==> src/rtl/uart_rx_fifo_if.sv <==
// rtl/uart_rx_fifo_if.sv - read-side bus between the UART RX buffer and the I/O decoder
//
// Purpose: groups the register-read path of the buffered UART receiver.
// Signals:
//   read_strobe  decoder -> uart  pop request, level; a rising edge pops one byte
//   err_clear    decoder -> uart  clears the sticky error flags
//   data         uart -> decoder  byte at FIFO head (0 when empty)
//   ready        uart -> decoder  FIFO not empty
//   count        uart -> decoder  bytes currently stored (AW+1 bits)
//   overrun      uart -> decoder  sticky: byte dropped on a full FIFO
//   frame_err    uart -> decoder  sticky: stop bit sampled low
// Modports: master = I/O decoder side, slave = receiver side.
interface uart_rx_fifo_if #(
  parameter int AW = 4
);
  logic          read_strobe;
  logic          err_clear;
  logic [7:0]    data;
  logic          ready;
  logic [AW:0]   count;
  logic          overrun;
  logic          frame_err;

  modport master (
    output read_strobe, err_clear,
    input  data, ready, count, overrun, frame_err
  );

  modport slave (
    input  read_strobe, err_clear,
    output data, ready, count, overrun, frame_err
  );
endinterface

==> src/rtl/uart_rx_fifo.sv <==
// rtl/uart_rx_fifo.sv - 8N1 UART receiver with a show-ahead receive FIFO
//
// Purpose: deserialises 8N1 frames from rxd using a 16x baud strobe and
// buffers the received bytes so firmware can poll at its own pace.
// Ports:
//   clk        system clock
//   reset      asynchronous active-high reset
//   baudclk16  one-clk strobe at 16x the baud rate
//   rxd        serial input, idle high, asynchronous to clk
//   rd         read-side bus (slave modport): read_strobe, err_clear in;
//              data, ready, count, overrun, frame_err out
module uart_rx_fifo #(
  parameter int DEPTH = 16,
  parameter int AW    = 4
) (
  input  logic           clk,
  input  logic           reset,
  input  logic           baudclk16,
  input  logic           rxd,
  uart_rx_fifo_if.slave  rd
);

  typedef enum logic [2:0] {
    S_IDLE,
    S_START,
    S_DATA,
    S_STOP,
    S_WAIT_HIGH
  } state_t;

  localparam logic [AW:0] FULL_COUNT = (AW+1)'(DEPTH);

  // Synchroniser; both stages reset high so reset never looks like a start bit.
  logic rxd_meta_q, rxd_meta_d;
  logic rxs_q, rxs_d;

  state_t      state_q, state_d;
  logic [3:0]  tick_q, tick_d;
  logic [2:0]  bitn_q, bitn_d;
  logic [7:0]  shift_q, shift_d;
  logic [AW-1:0] rp_q, rp_d;
  logic [AW-1:0] wp_q, wp_d;
  logic [AW:0] count_q, count_d;
  logic        overrun_q, overrun_d;
  logic        frame_err_q, frame_err_d;
  logic        read_strobe_d_q, read_strobe_d_d;

  logic [7:0]  mem [DEPTH];

  logic        push;
  logic        frame_set;
  logic        pop;
  logic        full;
  logic        wr_en;
  logic        ovr_set;

  assign rxd_meta_d = rxd;
  assign rxs_d      = rxd_meta_q;

  // Receive FSM; every decision uses the synchronised line rxs_q.
  always_comb begin
    state_d   = state_q;
    tick_d    = tick_q;
    bitn_d    = bitn_q;
    shift_d   = shift_q;
    push      = 1'b0;
    frame_set = 1'b0;
    case (state_q)
      S_IDLE: begin
        if (baudclk16 && !rxs_q) begin
          state_d = S_START;
          tick_d  = 4'd0;
        end
      end
      S_START: begin
        if (baudclk16) begin
          if (tick_q == 4'd7) begin
            // Mid start bit: a high line here means it was only a glitch.
            if (!rxs_q) begin
              state_d = S_DATA;
              tick_d  = 4'd0;
              bitn_d  = 3'd0;
            end else begin
              state_d = S_IDLE;
            end
          end else begin
            tick_d = tick_q + 4'd1;
          end
        end
      end
      S_DATA: begin
        if (baudclk16) begin
          tick_d = tick_q + 4'd1;
          if (tick_q == 4'd15) begin
            shift_d = {rxs_q, shift_q[7:1]};
            bitn_d  = bitn_q + 3'd1;
            if (bitn_q == 3'd7) begin
              state_d = S_STOP;
              tick_d  = 4'd0;
            end
          end
        end
      end
      S_STOP: begin
        if (baudclk16) begin
          if (tick_q == 4'd15) begin
            if (rxs_q) begin
              push    = 1'b1;
              state_d = S_IDLE;
            end else begin
              frame_set = 1'b1;
              state_d   = S_WAIT_HIGH;
            end
          end else begin
            tick_d = tick_q + 4'd1;
          end
        end
      end
      S_WAIT_HIGH: begin
        // Hold off until the line goes idle so a break is not decoded as 0x00 frames.
        if (rxs_q) begin
          state_d = S_IDLE;
        end
      end
      default: state_d = S_IDLE;
    endcase
  end

  // FIFO bookkeeping. A push into a full FIFO is still accepted when a pop
  // frees the head slot on the same edge.
  always_comb begin
    pop             = rd.read_strobe && !read_strobe_d_q && (count_q != '0);
    full            = (count_q == FULL_COUNT);
    wr_en           = push && (!full || pop);
    ovr_set         = push && full && !pop;
    read_strobe_d_d = rd.read_strobe;
    rp_d            = pop   ? rp_q + 1'b1 : rp_q;
    wp_d            = wr_en ? wp_q + 1'b1 : wp_q;
    count_d         = count_q;
    if (wr_en && !pop) begin
      count_d = count_q + 1'b1;
    end else if (!wr_en && pop) begin
      count_d = count_q - 1'b1;
    end
    // A set event on the same edge as err_clear wins.
    overrun_d   = ovr_set   || (overrun_q   && !rd.err_clear);
    frame_err_d = frame_set || (frame_err_q && !rd.err_clear);
  end

  always_ff @(posedge clk or posedge reset) begin
    if (reset) begin
      rxd_meta_q      <= 1'b1;
      rxs_q           <= 1'b1;
      state_q         <= S_IDLE;
      tick_q          <= 4'd0;
      bitn_q          <= 3'd0;
      shift_q         <= 8'd0;
      rp_q            <= '0;
      wp_q            <= '0;
      count_q         <= '0;
      overrun_q       <= 1'b0;
      frame_err_q     <= 1'b0;
      read_strobe_d_q <= 1'b0;
    end else begin
      rxd_meta_q      <= rxd_meta_d;
      rxs_q           <= rxs_d;
      state_q         <= state_d;
      tick_q          <= tick_d;
      bitn_q          <= bitn_d;
      shift_q         <= shift_d;
      rp_q            <= rp_d;
      wp_q            <= wp_d;
      count_q         <= count_d;
      overrun_q       <= overrun_d;
      frame_err_q     <= frame_err_d;
      read_strobe_d_q <= read_strobe_d_d;
    end
  end

  // Storage is not reset; count_q gates what is visible.
  always_ff @(posedge clk) begin
    if (wr_en) begin
      mem[wp_q] <= shift_q;
    end
  end

  assign rd.ready     = (count_q != '0);
  assign rd.data      = (count_q != '0) ? mem[rp_q] : 8'd0;
  assign rd.count     = count_q;
  assign rd.overrun   = overrun_q;
  assign rd.frame_err = frame_err_q;

endmodule

==> src/flat_wrapper.sv <==
// flat-port wrapper written by rule: the top's interface ports become plain ports
module uart_rx_fifo_flat 
#(
  parameter int DEPTH = 16,
  parameter int AW    = 4
)
  (clk, reset, baudclk16, rxd, rd_read_strobe, rd_err_clear, rd_data, rd_ready, rd_count, rd_overrun, rd_frame_err);
  uart_rx_fifo_if #(.AW(AW)) rd_i ();
  input  logic clk;
  input  logic reset;
  input  logic baudclk16;
  input  logic rxd;
  input wire logic [$bits(rd_i.read_strobe)-1:0] rd_read_strobe;
  input wire logic [$bits(rd_i.err_clear)-1:0] rd_err_clear;
  output wire logic [$bits(rd_i.data)-1:0] rd_data;
  output wire logic [$bits(rd_i.ready)-1:0] rd_ready;
  output wire logic [$bits(rd_i.count)-1:0] rd_count;
  output wire logic [$bits(rd_i.overrun)-1:0] rd_overrun;
  output wire logic [$bits(rd_i.frame_err)-1:0] rd_frame_err;
  assign rd_i.read_strobe = rd_read_strobe;
  assign rd_i.err_clear = rd_err_clear;
  assign rd_data = rd_i.data;
  assign rd_ready = rd_i.ready;
  assign rd_count = rd_i.count;
  assign rd_overrun = rd_i.overrun;
  assign rd_frame_err = rd_i.frame_err;
  uart_rx_fifo #(.DEPTH(DEPTH), .AW(AW)) u_core (.clk(clk), .reset(reset), .baudclk16(baudclk16), .rxd(rxd), .rd(rd_i));
endmodule
==> config.mk <==
export PLATFORM = sky130hd
export DESIGN_NAME = uart_rx_fifo_flat
export DESIGN_NICKNAME = d
export VERILOG_FILES = /design/src/rtl/uart_rx_fifo_if.sv /design/src/rtl/uart_rx_fifo.sv /design/src/flat_wrapper.sv
export SDC_FILE = /design/constraint.sdc
export NUM_CORES = 1
export LEC_CHECK = 0
export CORE_ASPECT_RATIO = 0.8
export CORE_MARGIN = 4
export CORE_UTILIZATION = 37
export DETAILED_ROUTE_END_ITERATION = 10
export PLACE_DENSITY = 0.6
export SLEW_MARGIN = 10
export SYNTH_ARGS = -nofsm -noshare
export SYNTH_HDL_FRONTEND = slang
export SYNTH_SLANG_ARGS = --single-unit
==> constraint.sdc <==
create_clock -name clk -period 3.4 [get_ports clk]
set_input_delay 0.68 -clock clk [delete_from_list [all_inputs] [get_ports clk]]
set_output_delay 0.68 -clock clk [all_outputs]
set_load 0.05 [all_outputs]
==> run metrics, run 1 <==
final wirelength=between 10000 and 15000 um; FF-to-FF setup slack=730 ps; Iter 0 DRT Violations=between 150 and 200; Max-cap violations=0; Tcrit/Tclk final=0.861; H-tree Lvls=4; RSZ-0062 raised after global routing=false; Hold WS=about 360 ps; worst path arrival time=about 2300 ps; Die Width=around 160 um; Synth Register Bits=between 150 and 200; initial core utilization=0.378; largest family of logic cells by synthesized area=multiplexers; pre-CTS setup slack=168 ps; GRT Total Usage=0.130; first-pass GRT wire length=about 21000 um; CTS tree=yes; CP Capture Type=output pin; Ports=22; met3 wire len=around 600 um; Worst Path Buf+Inv=1; max layer used=met4; clock sinks=164; CP top delay family=simple AND/OR/NAND/NOR gates; Post CTS Setup Buffer Count=0; Top FF cell, synth=edfxtp_1; Worst setup SP type=register; Rel. slew slack=0.563; Placer Congestion=between 0.7 and 0.8; leakage power=slightly below 0.003 uW; Final WS setup=474 ps; Inserted Diodes=0; final setup violation count=0; CTS max path bufs=2; CTS root buf=clkbuf_16; Syn Inst Count=slightly below 400; min Tclk post-route=2930 ps; largest net degree at the start of global routing=37; PD cells=between 800 and 900 nW/um2; CP max-delay cell=dfrtp_1; asr flop ratio synth=0.220; DRT met1 WL=5780 um; fin nets=between 400 and 500; CP max stage delay=between 400 and 500 ps; warnings from Yosys=0; antenna-violating nets left=0; dpl hpwl=8070 um; Critical Path RT=around 2700 ps; syn_area_per_cell=roughly 18 um2; clock slew at reported path FFs=~60 ps; Worst Hold Class=register to register; kind of critical path=register to output pin; number of flops mapped to enable cells by yosys=about 130; adder-cell share of the synthesized area=0.0248; drt first pass iters=4; Worst Tran Pin Value=about 650 ps; syn nets=408; area delta synth->final=17.1%; worst skew pair latency=around 420 ps; number of CTS-inserted buffers=17; VDD IR max=between 0.0003 and 0.0004 V; hold buffer count at cts=0; grt ovf=0; WL per Instance=about 19 um; post_cts resized=0; total power=7140 uW; Seq/Total Area, Yosys=0.691; vias in the first global route=between 3000 and 4000; Netlist cell types=45; drt via density=between 5 and 6; aggregate negative setup slack=0 ps; Residual DRC=0; clk_skew=7.97 ps; simple-gate portion of the synthesized area=0.0626; Core ar.=18200 um2; critical-path cell list=nor4_2, nand2_1, nand2b_1, o22ai_1, buf_12; Max FO, Critical Path=8; xor/xnor share of the synthesized area=0.0140; DIE AREA=around 21000 um2; antenna violations before repair=0; Compound-Gate Fraction of Synth Area=0.0279; Mapped Area=6870 um2; vias=around 3400; PortBufs=21; outcome=finished clean; Die Ht=~130 um; Final Hold Fails=0; share of layout cells above drive strength 1=0.226; Slew Limit Fails=0; Row Count=44; mux contribution to synthesized area=0.160; met2 WL=~6100 um; Fmax achieved=around 340 MHz
## cells in the final DEF (no fill, tap or decap), drive strengths merged, types with 7 or more instances in the layout
master | Yosys | layout
o22ai | 10 | 10
dfrtp | 34 | 34
mux4 | 32 | 32
nand2 | 12 | 12
clkbuf | 4 | 18
ha | 12 | 12
buf | 14 | 17
nor2 | 9 | 9
o21ai | 7 | 7
xnor2 | 8 | 8
mux2 | 13 | 13
edfxtp | 128 | 128
inv | 13 | 17
nand3 | 7 | 7
and3 | 19 | 19
clkdlybuf4s50 | 0 | 13
nand2b | 9 | 9
mux2i | 20 | 20
## registers in the layout, indices dropped and copies added (netlist names)
signal                  cells
u_core.shift_q              8
u_core.bitn_q               3
u_core.rxd_meta_q           1
u_core.rd.overrun           1
u_core.rd.frame_err         1
u_core.rd.count             5
u_core.tick_q               4
u_core.rp_q                 4
u_core.state_q              3
u_core.wp_q                 4
u_core.rxs_q                1
u_core.mem                128
u_core.read_strobe_d_q      1
## logic make-up after synthesis
| kind of cell | Yosys count |
|---|---|
| DFF | 164 |
| and+or+nand+nor | 74 |
| muxes | 65 |
| AOI/OAI and AO/OA | 31 |
| buffers and inverters | 31 |
| adders and majority gates | 13 |
| xor gates and xnor gates | 11 |
## synth_stat cells, types with 2 or more instances
master | n | area [um2]
a21o_1 | 2 | 15.0
a21oi_1 | 6 | 30.0
and2_1 | 3 | 18.8
and3_1 | 19 | 119
buf_1 | 4 | 15.0
buf_2 | 7 | 35.0
buf_4 | 2 | 15.0
clkbuf_1 | 4 | 15.0
dfrtp_1 | 34 | 851
dfstp_2 | 2 | 52.6
edfxtp_1 | 128 | 3840
ha_1 | 12 | 150
inv_1 | 13 | 48.8
mux2_2 | 5 | 56.3
mux2_4 | 8 | 120
mux2i_1 | 20 | 200
mux4_2 | 32 | 721
nand2_1 | 12 | 45.0
nand2b_1 | 8 | 50.1
nand3_1 | 7 | 35.0
nand4_1 | 2 | 12.5
nor2_1 | 9 | 33.8
nor2b_1 | 3 | 18.8
nor3_1 | 2 | 10.0
nor4_2 | 2 | 25.0
o21ai_0 | 5 | 25.0
o21ai_1 | 2 | 10.0
o22ai_1 | 10 | 62.6
xnor2_1 | 8 | 70.1
xor2_1 | 3 | 26.3
## path summary, 6_finish.rpt
check | from | endpoint | cells after the start
hold reg to reg | u_core.rxd_meta_q$_DFF_PP1_ | u_core.rxs_q$_DFF_PP1_ | 0
min in group asynchronous | reset | u_core.rp_q[2]$_DFFE_PP0N_ | 3
setup reg to reg | u_core.rxs_q$_DFF_PP1_ | u_core.rd.count[4]$_DFFE_PP0P_ | 10
setup / recovery | u_core.rd.count[2]$_DFFE_PP0P_ | rd_data[3] | 5
max in group asynchronous | reset | u_core.rxd_meta_q$_DFF_PP1_ | 3
hold / removal | u_core.rxd_meta_q$_DFF_PP1_ | u_core.rxs_q$_DFF_PP1_ | 0
## power breakdown
part	leakage, uW	internal [uW]	switching [uW]	total (uW)
Clock	0.000287	1170	794	1960
Sequential	0.00166	2490	370	2860
Combinational	0.000991	1120	1200	2320
Total	0.00294	4770	2370	7140
## routing by layer
layer,track usage,vias up
li1,-,1589
met5,0,-
met2,0.207,79
met3,0.0369,10
met4,0.0369,0
met1,0.176,1739
## final cells by class
cell class	count	area, um2
fill	1557	10100
sequential	164	4750
multi-input combinational	194	1990
clock buffer	18	429
timing repair buffer	30	370
tap	230	288
clock inverter	14	176
inverter	13	48.8
## stage by stage
step | std cells | utilization | cell area [um2]
2_1_floorplan | 389 | - | 6870
3_3_place_gp | 631 | 0.410 | 7440
3_5_place_dp | 631 | 0.410 | 7440
4_1_cts | 663 | 0.443 | 8050
5_1_grt | 663 | 0.443 | 8050
6_report | 663 | 0.443 | 8050
Power figures use the tool's default switching activity.
==> inputs of run 2 (changes only) <==
--- a/constraint.sdc
+++ b/constraint.sdc
@@ -3,2 +3,2 @@
 set_output_delay 0.68 -clock clk [all_outputs]
-set_load 0.05 [all_outputs]
+set_load 0.02 [all_outputs]
==> run 2 against run 1 <==
Critical path depth did not move; die area did not move; sequential share of layout area rose by 0.32 points; maximum frequency fell by 10%; clock power barely moved; first-iteration DRC count fell by 2.6%; non-clock buffer count did not move; cell count did not move; power fell by 6.3%; register-to-register slack got worse by 40 ps; critical path type unchanged; critical endpoint is now rd_data[1].
==> run metrics, run 2 (synthesis gave the netlist of run 1 again) <==
area delta synth->final=16.4%; Ports=22 (unchanged); Worst Hold Class=register to register; Critical Path RT=2720 ps (about the same); placed insts=630 (-0.16%); total power=6690 uW (-6.3%); number of CTS-inserted buffers=17 (unchanged); CTS root buf=clkbuf_16; reg2reg start=u_core.rd.count[0]$_DFFE_PP0P_; Iter 0 DRT Violations=191 (-2.6%); min Tclk post-route=3250 ps (+327 ps); leakage power=0.00292 uW (-0.63%); clock sinks=164 (unchanged); post_cts resized=0 (unchanged); WHS Path Cells=0 (unchanged); share of layout cells above drive strength 1=0.208 (-0.0185); most frequent cells in the layout=edfxtp_1, dfrtp_1, mux4_2; Die Ht=130 um (unchanged); clk_skew=7.09 ps (-0.889 ps); Final WS setup=147 ps (-327 ps); commonest non-fill, non-tap cell in the layout=edfxtp_1; VDD IR max=0.000415 V (+8.4%); Inserted Diodes=0 (unchanged); CTS tree=yes; Post CTS Setup Buffer Count=0 (unchanged); Placer Congestion=0.790 (+1.4%); Seq. cell area=4750 um2 (unchanged); worst path arrival time=2570 ps (+320 ps); kind of critical path=register to output pin; pre-CTS setup slack=134 ps (-34.4 ps); fillers=1572 (+0.96%); final setup violation count=0 (unchanged); largest net degree at the start of global routing=37 (unchanged); Die Width=160 um (unchanged); fin nets=439 (unchanged); grt ovf=0 (unchanged); vias in the first global route=3620 (+0.89%); multi-input logic area=1990 um2 (unchanged); drt via density=5.23 (+1.6%); WL per Instance=19.2 um (+1.2%); Worst Min Path Start=u_core.rxd_meta_q$_DFF_PP1_; CP Capture Type=output pin; Max FO, Critical Path=8 (unchanged); outcome=finished clean; FF-to-FF path depth=10 (unchanged); Residual DRC=0 (unchanged); worst skew pair latency=420 ps (about the same); Worst Tran Pin Value=635 ps (-19.9 ps); Row Count=44 (unchanged); GRT Total Usage=0.129 (-0.000452); initial core utilization=0.378 (unchanged); Fmax achieved=307 MHz (-10%); Core ar.=18200 um2 (unchanged); CTS max path bufs=2 (unchanged); drt first pass iters=4 (unchanged); aggregate negative setup slack=0 ps (unchanged); Slew Limit Fails=0 (unchanged); hold buffer count at cts=0 (unchanged); vias=3470 (+1.6%); final wirelength=12700 um (+1.2%); clock slew at reported path FFs=60 ps (about the same); Max-cap violations=0 (unchanged); H-tree Lvls=4 (unchanged); antenna-violating nets left=0 (unchanged); Rel. slew slack=0.577 (+0.0133); RSZ-0062 raised after global routing=false; Top reg by flops=u_core.mem; antenna violations before repair=0 (unchanged); first-pass GRT wire length=20500 um (-0.17%); Worst Setup SP=u_core.rd.count[0]$_DFFE_PP0P_; PD cells=836 nW/um2 (-5.8%); Tcrit/Tclk final=0.957 (+0.0962); PortBufs=21 (unchanged); Worst setup SP type=register; Post-Layout Cell Count=663 (unchanged); DIE AREA=20800 um2 (unchanged); max reg flops=128 (unchanged); Final Hold Fails=0 (unchanged); dpl hpwl=8070 um (about the same)
## run 2: report_power, final
group          leakage [uW]  internal, uW  total (uW)  switching [uW]
Clock              0.000295          1160        1940             773
Combinational      0.000965           992        1900             913
Sequential          0.00166          2490        2850             356
Total               0.00292          4650        6690            2040
## run 2: per-layer routing
layer	up-vias	wire, um	GRT usage
met5	-	0	0
met4	0	111	0.0303
met3	9	571	0.0360
met2	70	6230	0.217
met1	1800	5840	0.171
li1	1591	-	-
## run 2: critical path, stage by stage, from the launching register on
cell and delay (ps):
dfrtp_1 470, nor4_2 360, nand2_1 210, nand2b_1 360, o22ai_1 180, clkdlybuf4s50_1 570
## run 2: cell type report
class	count	area share
multi-input cells	194	0.248
clock inverters	14	0.0219
well taps	230	0.0360
flip-flops and latches	164	0.593
clock buffers	18	0.0536
inverters	13	0.00610
repair buffers	30	0.0410
## run 2: per-stage QoR
stage          hold WS, ps  area, um2   util
4_1_cts                364       7970  0.439
2_1_floorplan          345       6870      -
5_1_grt                364       8000  0.440
3_5_place_dp           355       7370  0.405
6_report               360       8000  0.440
3_3_place_gp           351       7370  0.405
## run 2: worst paths after layout
kind                                                    end  slack (ps)
setup / recovery                                 rd_data[1]         150
hold / removal                       u_core.rxs_q$_DFF_PP1_         360
setup reg to reg             u_core.rd.count[4]$_DFFE_PP0P_         690
hold reg to reg                      u_core.rxs_q$_DFF_PP1_         360
max in group asynchronous            u_core.rxs_q$_DFF_PP1_        2350
min in group asynchronous  u_core.read_strobe_d_q$_DFF_PP0_         690
==> inputs of run 3 (changes only) <==
==> constraint.sdc (replaced) <==
create_clock -name clk -period 3.4 [get_ports clk]
set_input_delay 0.34 -clock clk [delete_from_list [all_inputs] [get_ports clk]]
set_output_delay 0.34 -clock clk [all_outputs]
set_load 0.02 [all_outputs]
==> run 3 against run 2 <==
Sequential cell count stayed put; maximum frequency rose by 12%; register-to-register slack lost 80 ps; cell count is 0.45% lower; worst setup slack improved by 350 ps; first-iteration DRC count increased by 24%; highest routed layer unchanged; die area unchanged; wire length rose by 0.75%; clock power about the same.
==> run metrics, run 3 (synthesis gave the netlist of run 1 again) <==
RR Endpoint=u_core.rd.count[4]$_DFFE_PP0P_; WL per Instance=19.5 um (+1.2%); CP max stage delay=580 ps (about the same); CTS max path bufs=2 (unchanged); most frequent cells in the layout=edfxtp_1, dfrtp_1, mux4_2; Core ar.=18200 um2 (unchanged); CTS root buf=clkbuf_16; combinational share of power=0.278 (-0.007); commonest non-fill, non-tap cell in the layout=edfxtp_1; min Tclk post-route=2900 ps (-349 ps); Placer Congestion=0.787 (-0.42%); Inserted Diodes=0 (unchanged); total power=6590 uW (-1.6%); clock sinks=164 (unchanged); reg2reg start=u_core.tick_q[0]$_DFFE_PP0P_; net switching power=2060 uW (+0.68%); CTS tree=yes; outcome=finished clean; Final Hold Fails=0 (unchanged); Ports=22 (unchanged); CP top delay family=buffers and inverters; Critical Path RT=3060 ps (+340 ps); clk_skew=11.7 ps (+4.64 ps); Die Width=160 um (unchanged); aggregate negative setup slack=0 ps (unchanged); worst skew pair latency=420 ps (about the same); final setup violation count=0 (unchanged); largest net degree at the start of global routing=36 (-2.7%); post_cts resized=0 (unchanged); max reg flops=128 (unchanged); GRT Total Usage=0.133 (+0.00370); Worst setup SP type=register; DIE AREA=20800 um2 (unchanged); drt via density=5.21 (-0.53%); leakage power=0.00288 uW (-1.4%); Worst Hold Class=input pin to async pin; critical-path cell list=buf_12, mux4_2, mux2i_1, o22ai_1, clkdlybuf4s50_1; Slew Limit Fails=0 (unchanged); Fmax achieved=344 MHz (+12%); share of layout cells above drive strength 1=0.202 (-0.00553); antenna-violating nets left=0 (unchanged); drt first pass iters=6 (+2); Die Ht=130 um (unchanged); dpl hpwl=8150 um (+0.98%); antenna violations before repair=0 (unchanged); Worst Tran Pin Value=635 ps (+0.532 ps); FF-to-FF path depth=11 (+1); PD cells=830 nW/um2 (-0.72%); final wirelength=12800 um (+0.75%); Top reg by flops=u_core.mem; Tcrit/Tclk final=0.854 (-0.103); initial core utilization=0.378 (unchanged); Max-cap violations=0 (unchanged); Max FO, Critical Path=35 (+27); hold buffer count at cts=0 (unchanged); Residual DRC=0 (unchanged); VDD IR max=0.000401 V (-3.4%); vias in the first global route=3630 (+0.28%); area delta synth->final=15.5%; H-tree Lvls=4 (unchanged); PortBufs=21 (unchanged); clock slew at reported path FFs=70 ps (about the same); kind of critical path=register to output pin; vias=3436 (-0.98%); Sequential Power Share=0.432 (+0.006); Rel. slew slack=0.576 (about the same); fin nets=436 (-0.68%); Clk pwr share=0.291 (about the same); CP max-delay cell=clkdlybuf4s50_1; Sw Ratio=0.312 (+0.00694); number of CTS-inserted buffers=17 (unchanged); Worst Path Buf+Inv=2 (+1); Post CTS Setup Buffer Count=0 (unchanged); grt ovf=0 (unchanged); FF-to-FF setup slack=610 ps (-80 ps); Iter 0 DRT Violations=236 (+24%); first-pass GRT wire length=20900 um (+1.9%); Int Pwr=4530 uW (-2.5%); worst path arrival time=2560 ps (about the same); CP Capture Type=output pin; RSZ-0062 raised after global routing=false; Row Count=44 (unchanged)
==> run 3: cell count changes in the layout (fill, tap and decap cells not counted), sizes merged <==
cell / before / now
clkbuf: 19 / 17
bufinv: 3 / 2
inv: 17 / 18
buf: 8 / 6
clkinvlp: 1 / 2
==> run 3: power groups by stage <==
stage	registers (uW)	logic (uW)	clock network (uW)
final	2840	1830	1910
after detailed placement	2890	1870	0
after CTS	2840	1870	1960
after floorplan	2760	1350	0
after global routing	2880	2010	2050
after global placement	2860	1850	0
==> run 3: worst reg2reg max path, delay by kind of cell (launching register included) <==
kind,cells,cell delay (ps)
simple gates,3,640
fa+ha+maj,3,880
xor+xnor,1,130
mux,1,240
buf+inv,1,100
compound gates,2,330
flops,1,400
==> run 3: worst max-delay path by stage <==
| stage | startpoint | slack [ps] | to | cells past startpoint |
|---|---|---|---|---|
| after CTS | u_core.rp_q[0]$_DFFE_PP0N_ | 410 | rd_data[3] | 5 |
| after global routing | u_core.rd.count[0]$_DFFE_PP0P_ | 310 | rd_data[3] | 5 |
| after floorplan | u_core.rd.count[2]$_DFFE_PP0P_ | 580 | u_core.rd.count[4]$_DFFE_PP0P_ | 12 |
| after global placement | baudclk16 | 410 | u_core.rd.count[4]$_DFFE_PP0P_ | 11 |
| after detailed placement | baudclk16 | 400 | u_core.rd.count[4]$_DFFE_PP0P_ | 11 |
| final | u_core.rp_q[0]$_DFFE_PP0N_ | 500 | rd_data[3] | 5 |
==> run 3: per-layer routing <==
layer | routed length, um | GRT usage | vias up
met4 | 50 | 0.0465 | 0
met3 | 665 | 0.0332 | 4
met1 | 5840 | 0.177 | 1773
met5 | 0 | 0 | -
li1 | - | - | 1586
met2 | 6290 | 0.216 | 73
==> run 3: cell type report <==
cell class / instances / area, um2
Clock buffer: 17 / 425
Clock inverter: 15 / 171
Fill cell: 1585 / 10200
Inverter: 13 / 48.8
Multi-Input combinational cell: 194 / 1990
Sequential cell: 164 / 4750
Tap cell: 230 / 288
Timing Repair Buffer: 27 / 268
==> run 3: per-stage QoR <==
step / area (um2) / instances / setup WS (ps) / util / hold WS (ps)
finish: 7940 / 660 / 495 / 0.437 / 303
CTS: 7940 / 660 / 414 / 0.437 / 311
detailed placement: 7340 / 628 / 401 / 0.404 / 356
global placement: 7340 / 628 / 414 / 0.404 / 355
global route: 7940 / 660 / 310 / 0.437 / 321
floorplan: 6870 / 389 / 584 / - / 344
